[src/rtl/masked_bit_feeder.sv]
// masked_bit_feeder: stimulus stage for single-bit masked gadgets.
// Takes an unmasked W-bit word and splits each bit into D Boolean shares
// using fresh LFSR randomness. It then streams one shared bit per cycle,
// MSB first.
// Ports:
//   clk, rst        clock, asynchronous active-low reset
//   in_valid/ready  word handshake; in_data is the unmasked word
//   seed_load/seed  reload the free-running LFSR (a zero seed maps to SEED)
//   out_valid       out_shares carries a valid shared bit (registered)
//   out_shares      D shares; their XOR equals the data bit, zero when idle
//   busy            high while a word is being shifted out
module masked_bit_feeder #(
  parameter int unsigned W    = 8,
  parameter int unsigned D    = 2,
  parameter logic [31:0] SEED = 32'hACE1_2468
) (
  input  logic         clk,
  input  logic         rst,
  input  logic         in_valid,
  output logic         in_ready,
  input  logic [W-1:0] in_data,
  input  logic         seed_load,
  input  logic [31:0]  seed,
  output logic         out_valid,
  output logic [D-1:0] out_shares,
  output logic         busy
);

  localparam int unsigned   CW      = (W > 1) ? $clog2(W) : 1;
  localparam logic [CW-1:0] LAST    = CW'(W - 1);
  localparam logic [31:0]   POLY    = 32'h8020_0003;
  localparam logic [0:0]    S_IDLE  = 1'b0;
  localparam logic [0:0]    S_SHIFT = 1'b1;

  logic [0:0]   r_state,      w_state_nxt;
  logic [CW-1:0] r_cnt,       w_cnt_nxt;
  logic [W-1:0] r_shreg,      w_shreg_nxt;
  logic [31:0]  r_lfsr,       w_lfsr_nxt;
  logic         r_out_valid,  w_out_valid_nxt;
  logic [D-1:0] r_out_shares, w_out_shares_nxt;
  logic         w_last;
  logic         w_accept;
  logic         w_bit;
  logic [D-2:0] w_rnd;

  // Ready in IDLE, or on the last bit of a word so the next word follows with no bubble.
  assign w_last   = (r_state == S_SHIFT) && (r_cnt == LAST);
  assign in_ready = rst && ((r_state == S_IDLE) || w_last);
  assign w_accept = in_valid && in_ready;
  assign w_bit    = r_shreg[W-1];
  assign w_rnd    = r_lfsr[D-2:0];

  assign out_valid  = r_out_valid;
  assign out_shares = r_out_shares;
  assign busy       = (r_state == S_SHIFT);

  // Free-running right-shift Galois LFSR; a seed load takes priority over stepping.
  always_comb begin
    w_lfsr_nxt = {1'b0, r_lfsr[31:1]} ^ (r_lfsr[0] ? POLY : 32'h0);
    if (seed_load) begin
      w_lfsr_nxt = (seed == 32'h0) ? SEED : seed;
    end
  end

  // Next-state and output logic.
  always_comb begin
    w_state_nxt      = r_state;
    w_cnt_nxt        = r_cnt;
    w_shreg_nxt      = r_shreg;
    w_out_valid_nxt  = 1'b0;
    w_out_shares_nxt = '0;
    case (r_state)
      S_IDLE: begin
        if (w_accept) begin
          w_shreg_nxt = in_data;
          w_cnt_nxt   = '0;
          w_state_nxt = S_SHIFT;
        end
      end
      S_SHIFT: begin
        // The first D-1 shares are raw randomness. The last share folds in the data bit.
        w_out_valid_nxt  = 1'b1;
        w_out_shares_nxt = {w_bit ^ (^w_rnd), w_rnd};
        if (w_last) begin
          w_cnt_nxt = '0;
          if (w_accept) begin
            w_shreg_nxt = in_data;
          end else begin
            w_shreg_nxt = r_shreg << 1;
            w_state_nxt = S_IDLE;
          end
        end else begin
          w_shreg_nxt = r_shreg << 1;
          w_cnt_nxt   = r_cnt + CW'(1);
        end
      end
      default: begin
        w_state_nxt = S_IDLE;
      end
    endcase
  end

  // State register.
  always_ff @(posedge clk or negedge rst) begin
    if (!rst) begin
      r_state      <= S_IDLE;
      r_cnt        <= '0;
      r_shreg      <= '0;
      r_lfsr       <= SEED;
      r_out_valid  <= 1'b0;
      r_out_shares <= '0;
    end else begin
      r_state      <= w_state_nxt;
      r_cnt        <= w_cnt_nxt;
      r_shreg      <= w_shreg_nxt;
      r_lfsr       <= w_lfsr_nxt;
      r_out_valid  <= w_out_valid_nxt;
      r_out_shares <= w_out_shares_nxt;
    end
  end

endmodule

[config.mk]
export PLATFORM = sky130hd
export DESIGN_NAME = masked_bit_feeder
export DESIGN_NICKNAME = d
export VERILOG_FILES = /design/src/rtl/masked_bit_feeder.sv
export SDC_FILE = /design/constraint.sdc
export NUM_CORES = 1
export LEC_CHECK = 0
export CORE_ASPECT_RATIO = 0.8
export CORE_MARGIN = 2
export CORE_UTILIZATION = 40
export DETAILED_ROUTE_END_ITERATION = 8
export PLACE_DENSITY = 0.67
export SKIP_CTS_REPAIR_TIMING = 1
export SYNTH_ARGS = -nofsm -noshare
export SYNTH_HDL_FRONTEND = slang
export SYNTH_SLANG_ARGS = --single-unit
export TNS_END_PERCENT = 10
[constraint.sdc]
create_clock -name clk -period 1.6 [get_ports clk]
set_input_delay 0.32 -clock clk [delete_from_list [all_inputs] [get_ports clk]]
set_output_delay 0.32 -clock clk [all_outputs]
set_load 0.1 [all_outputs]
==> reports/results.ini, run 1 <==
[route]
firstDrtPassIters = 6
first_iter_violations = 70
viasPerCell = 4.87
num_vias = 1436
wirelength_mm = 3.96
detail_route.wl_per_cell_um = 13.4
ant_nets = 0
drc = 0

[power_and_ir_drop]
p_int_uw = 2470
power_frac_clock_pct = 17.8
switching_power_uw = 1310
leakagePower_uw = 0.00124
peakVddDrop_mv = 1.34
power_switching_share_pct = 34.6
power.density_nw_per_um2 = 1330
pwr-share-seq_pct = 43.6
total_power_uw = 3770
power_frac_comb_pct = 38.6

[placed_design]
port_buffers = 48
dp_slack_ps = -326
placed_cell_area_um2 = 2670
dp_hpwl_mm = 2.76
place.gp.congestion = 0.756

[timing]
timing_max_transition_violations_final = 0
whs_ps = 147
hold_violations = 0
fin_skew_ps = 5.90
tns_ps = -195
fmax_mhz = 557
rsz0062_at_grt = true
period_needed_ps = 1790
setup_viol = 1
worst_slack_ps = -195
relSlewSlack_pct = 62.3
worstMarginPinSlew_ps = 565
fin_crit_sh_pct = 112

[critical_path]
cp_max_fo = 2
path_class = register to primary output
cp-start-kind = register
crit_path_end_kind = primary output
required_ps = 1280
r2r.worst_path.cells = 8
worst_ep_arrival_time_ps = 1470

[min_path]
min_path_type = primary input to asynchronous set/reset pin

[layout]
final_nets = 280
diodes = 0
final_common_cell = clkdlybuf4s50_1
final_cell_mix = clkdlybuf4s50_1 (41), dfrtp_1 (33), nor2_1 (21)
syn2layout_area_growth_pct = 41.8
stdcell_area_um2 = 2830
drive_above_1_share_pct = 30.2

[run]
maxCapViolCount = 0

[synthesis]
yosysSeqAreaShare_pct = 59.8
yosysWarnings = 0
yosys_register_bits = 47
syn_inst = 175
syn_area_um2 = 1990
avgSynthCellArea_um2 = 11.4
ys_types = 27
syn_nets = 221

[die]
die_area_um2 = 5570
pin_count = 49
rows = 22
core_um2 = 4680
die_x_um = 82.9
start_util_pct = 42.6
die_h_um = 67.2

[grt]
grt_pass1_vias = 1340
grt_remaining_overflow = 0
grt_pass1_wl_mm = 6.38
antenna_found_initial = 0
grt_use_total_pct = 14.7
grt_max_degree = 48

[status]
status = complete, but fails checks
violations = negative setup slack

[cts]
cts_sinks = 47
htreeDepth = 2
cts_made_buffers = 5
cts_tree = done
clockBufferDepth = 2
clock_latency_ps = 290
clkTransAtPathRegs_ps = 80
root_buffer = clkbuf_8

-- cell type report --
class,count,area [µm²]
Tap cell,60,75.1
Multi-Input combinational cell,104,763
Fill cell,379,1850
Timing Repair Buffer,62,658
Sequential cell,47,1200
Inverter,14,52.6
Clock inverter,3,15.0
Clock buffer,5,68.8
-- cells by family after synthesis --
logic type,share of synthesized area [%]
simple gates,11.4
flops,59.8
compound gates,7.46
buf+inv,5.21
mux,13.1
xor+xnor,1.76
fa+ha+maj,1.25
-- routing by layer --
layer  global-route usage (%)  up-vias  wire, µm
li1                         -      713         -
met1                     21.7      687      1970
met2                     21.4       32      1820
met3                     3.18        4       134
met4                     5.53        0        32
met5                        0        -         0
-- worst paths after layout --
kind | end | startpoint | slack, ps
worst max-delay path | in_ready | r_cnt[0] | -190
worst min register to register | r_lfsr[19] | r_lfsr[20] | 480
max in group asynchronous | busy | rst | 1030
min in group clk | r_lfsr[3] | seed[3] | 290
worst max register to register | r_cnt[2] | r_cnt[0] | 40
worst min-delay path | r_shreg[1] | rst | 150
-- flip-flops by register name, summed over array words and instances (netlist names) --
name        count
r_cnt           3
out_valid       1
out_shares      2
r_shreg         8
busy            1
r_lfsr         32
-- synthesized netlist by cell type --
cell type | n | share of area [%]
nand3_1 | 1 | 0.25
nand2_1 | 9 | 1.7
xor2_1 | 2 | 0.88
dfstp_2 | 13 | 17
buf_6 | 1 | 0.56
nor2_1 | 21 | 4.0
dfrtp_1 | 34 | 43
o21ai_0 | 3 | 0.75
mux2i_1 | 7 | 3.5
and2_1 | 3 | 0.94
buf_1 | 2 | 0.38
ha_1 | 2 | 1.3
a21oi_1 | 7 | 1.8
nor4_2 | 1 | 0.63
nand2b_1 | 1 | 0.31
o21ai_1 | 1 | 0.25
inv_1 | 14 | 2.6
nand3b_1 | 1 | 0.38
a31oi_1 | 13 | 4.1
o22ai_1 | 2 | 0.63
xnor2_1 | 2 | 0.88
mux2_2 | 17 | 9.6
clkbuf_1 | 6 | 1.1
or2_4 | 1 | 0.44
buf_2 | 2 | 0.50
nand4_1 | 2 | 0.63
nor4_1 | 7 | 2.2
-- critical path, cell delays in order, from the launching register on --
cell	delay, ps
dfrtp_1	410
ha_2	190
ha_4	150
nand2b_4	130
and2_4	140
buf_12	160
-- power by group through the flow --
| stage | Sequential [µW] | Combinational, µW | Clock, µW |
|---|---|---|---|
| finish | 1650 | 1460 | 672 |
| global route | 1680 | 1560 | 755 |
| CTS | 1640 | 1380 | 702 |
| detailed placement | 1660 | 1380 | 0 |
| global placement | 1650 | 1360 | 0 |
| floorplan | 1900 | 602 | 0 |
-- per-stage QoR --
stage | instances | util (%)
6_report | 295 | 60.5
5_1_grt | 295 | 60.5
4_1_cts | 292 | 58.7
3_5_place_dp | 284 | 57.0
3_3_place_gp | 284 | 57.0
2_1_floorplan | 175 | -
Power figures use the tool's default switching activity.
==> inputs of run 2 (changes only) <==
--- a/config.mk
+++ b/config.mk
@@ -10,7 +10,6 @@
 export CORE_UTILIZATION = 40
 export DETAILED_ROUTE_END_ITERATION = 8
 export PLACE_DENSITY = 0.67
-export SKIP_CTS_REPAIR_TIMING = 1
 export SYNTH_ARGS = -nofsm -noshare
 export SYNTH_HDL_FRONTEND = slang
 export SYNTH_SLANG_ARGS = --single-unit
==> reports/results.ini, run 2 (synthesis gave the netlist of run 1 again) <==
[grt]
grt_use_total_pct = 14.9  ; was 14.7%
antenna_found_initial = 0  ; unchanged
grt_remaining_overflow = 0  ; unchanged
grt_pass1_wl_mm = 6.48  ; was 6.38 mm
grt_pass1_vias = 1374  ; was 1340
grt_max_degree = 48  ; unchanged

[die]
core_um2 = 4680  ; unchanged
die_h_um = 67.2  ; unchanged
pin_count = 49  ; unchanged
start_util_pct = 42.6  ; unchanged
rows = 22  ; unchanged
die_x_um = 82.9  ; unchanged
die_area_um2 = 5570  ; unchanged

[layout]
final_cell_mix = clkdlybuf4s50_1 (42), dfrtp_1 (33), nor2_1 (21)  ; was clkdlybuf4s50_1 (41), dfrtp_1 (33), nor2_1 (21)
reg_top3 = r_lfsr: 32 flops, r_shreg: 8 flops, r_cnt: 3 flops  ; unchanged
instances_no_fill = 294  ; was 295
fill_cells = 380  ; was 379
diodes = 0  ; unchanged
top_register = r_lfsr  ; unchanged
syn2layout_area_growth_pct = 41.0  ; was 41.8%
drive_above_1_share_pct = 29.5  ; was 30.2%
final_common_cell = clkdlybuf4s50_1  ; unchanged
largest_register_ffs = 32  ; unchanged
final_nets = 279  ; was 280

[route]
num_vias = 1459  ; was 1436
drc = 0  ; unchanged
detail_route.wl_per_cell_um = 13.4  ; about the same
viasPerCell = 4.96  ; was 4.87
ant_nets = 0  ; unchanged
wirelength_mm = 3.94  ; was 3.96 mm
first_iter_violations = 70  ; unchanged
firstDrtPassIters = 5  ; was 6

[timing]
worstMarginPinSlew_ps = 568  ; was 565 ps
whs_ps = 147  ; about the same
hold_violations = 0  ; unchanged
worst_slack_ps = -210  ; was -195 ps
rsz0062_at_grt = true  ; unchanged
fmax_mhz = 553  ; was 557 MHz
fin_skew_ps = 7.10  ; was 5.90 ps
tns_ps = -210  ; was -195 ps
fin_crit_sh_pct = 113  ; was 112%
timing_max_transition_violations_final = 0  ; unchanged
period_needed_ps = 1810  ; was 1790 ps
setup_viol = 1  ; unchanged
relSlewSlack_pct = 62.1  ; was 62.3%

[critical_path]
worst_ep_arrival_time_ps = 1490  ; was 1470 ps
crit_path_end_kind = primary output  ; unchanged
cp_max_fo = 2  ; unchanged
required_ps = 1280  ; about the same
cp-start-kind = register  ; unchanged
path_class = register to primary output  ; unchanged

[cts]
cts_made_buffers = 5  ; unchanged
clockBufferDepth = 2  ; unchanged
cts_tree = done  ; unchanged
hold_buffers = 0
clkTransAtPathRegs_ps = 90  ; was 80 ps
htreeDepth = 2  ; unchanged
cts_sinks = 47  ; unchanged
root_buffer = clkbuf_8  ; unchanged
clock_latency_ps = 300  ; was 290 ps

[run]
maxCapViolCount = 0  ; unchanged

[power_and_ir_drop]
power_frac_comb_pct = 38.6  ; about the same
peakVddDrop_mv = 1.34  ; about the same
power_switching_share_pct = 34.8  ; was 34.6%
p_int_uw = 2470  ; about the same
power.density_nw_per_um2 = 1350  ; was 1330 nW/µm²
power_frac_clock_pct = 17.9  ; was 17.8%
leakagePower_uw = 0.00123  ; was 0.00124 µW
total_power_uw = 3780  ; was 3770 µW
switching_power_uw = 1320  ; was 1310 µW
pwr-share-seq_pct = 43.5  ; was 43.6%

[placed_design]
dp_cells = 284  ; unchanged
place.gp.congestion = 0.756  ; unchanged
dp_hpwl_mm = 2.76  ; unchanged
dp_slack_ps = -326  ; unchanged
port_buffers = 48  ; unchanged

[status]
status = complete, but fails checks  ; unchanged
violations = negative setup slack  ; unchanged

[min_path]
min_path_type = primary input to asynchronous set/reset pin  ; unchanged

==> run 2: cell count changes in the layout (fill, tap and decap cells not counted), sizes merged <==
cell,delta
dlymetal6s2s,-1
clkdlybuf4s50,+1
or2,-1
==> run 2: final cells by class <==
cell class                 count  area [µm²]  share of cell area (%)
timing repair buffer          62         656                    23.3
clock inverter                 3        15.0                   0.534
multi-input combinational    103         748                    26.6
clock buffer                   5        68.8                    2.45
inverter                      14        52.6                    1.87
sequential                    47        1200                    42.5
tap                           60        75.1                    2.67
==> run 2: worst paths after layout <==
check                      startpoint          to  slack [ps]  depth (start not counted)
setup / recovery             r_cnt[0]    in_ready        -210                          5
hold / removal                    rst    r_cnt[0]         150                          2
setup reg to reg             r_cnt[0]    r_cnt[2]          30                          8
hold reg to reg            r_lfsr[15]  r_lfsr[14]         480                          1
max in group asynchronous         rst        busy        1030                          2
min in group clk           r_lfsr[15]  r_lfsr[14]         480                          1
==> run 2: per-layer routing <==
layer / track usage [%] / vias to the layer above / wire length, µm
met5: 0 / - / 0
met4: 5.53 / 0 / 32
met3: 3.18 / 4 / 124
met2: 22.4 / 28 / 1870
met1: 21.5 / 716 / 1910
li1: - / 711 / -
==> run 2: power by group through the flow <==
| stage | combinational, µW | sequential [µW] | clock (µW) |
|---|---|---|---|
| after global routing | 1570 | 1680 | 755 |
| final | 1460 | 1650 | 678 |
| after detailed placement | 1380 | 1660 | 0 |
| after floorplan | 602 | 1900 | 0 |
| after global placement | 1360 | 1650 | 0 |
| after CTS | 1430 | 1650 | 702 |
==> run 2: timing repair <==
item | in CTS | in global routing
buffers inserted | 1 | 1
setup endpoints to repair | 8 | 25
resized for setup | 5 | 3
pin swaps | 2 | 4
==> run 2: worst max-delay path: stages, from the launching register on <==
cell      delay, ps
dfrtp_1         410
ha_2            200
ha_4            160
nand2b_4        130
and2_4          140
buf_12          160
==> run 2: stage by stage <==
stage	cell area, µm²	utilization, %
final	2810	60.1
after global placement	2670	57.0
after CTS	2790	59.5
after global routing	2810	60.1
after floorplan	2000	-
after detailed placement	2670	57.0
==> inputs of run 3 (changes only) <==
--- a/config.mk
+++ b/config.mk
@@ -10,6 +10,7 @@
 export CORE_UTILIZATION = 40
 export DETAILED_ROUTE_END_ITERATION = 8
 export PLACE_DENSITY = 0.67
+export RECOVER_POWER = 25
 export SYNTH_ARGS = -nofsm -noshare
 export SYNTH_HDL_FRONTEND = slang
 export SYNTH_SLANG_ARGS = --single-unit
==> results of run 3 <==
The final DEF is identical to that of run 2; final timing and power are the same.
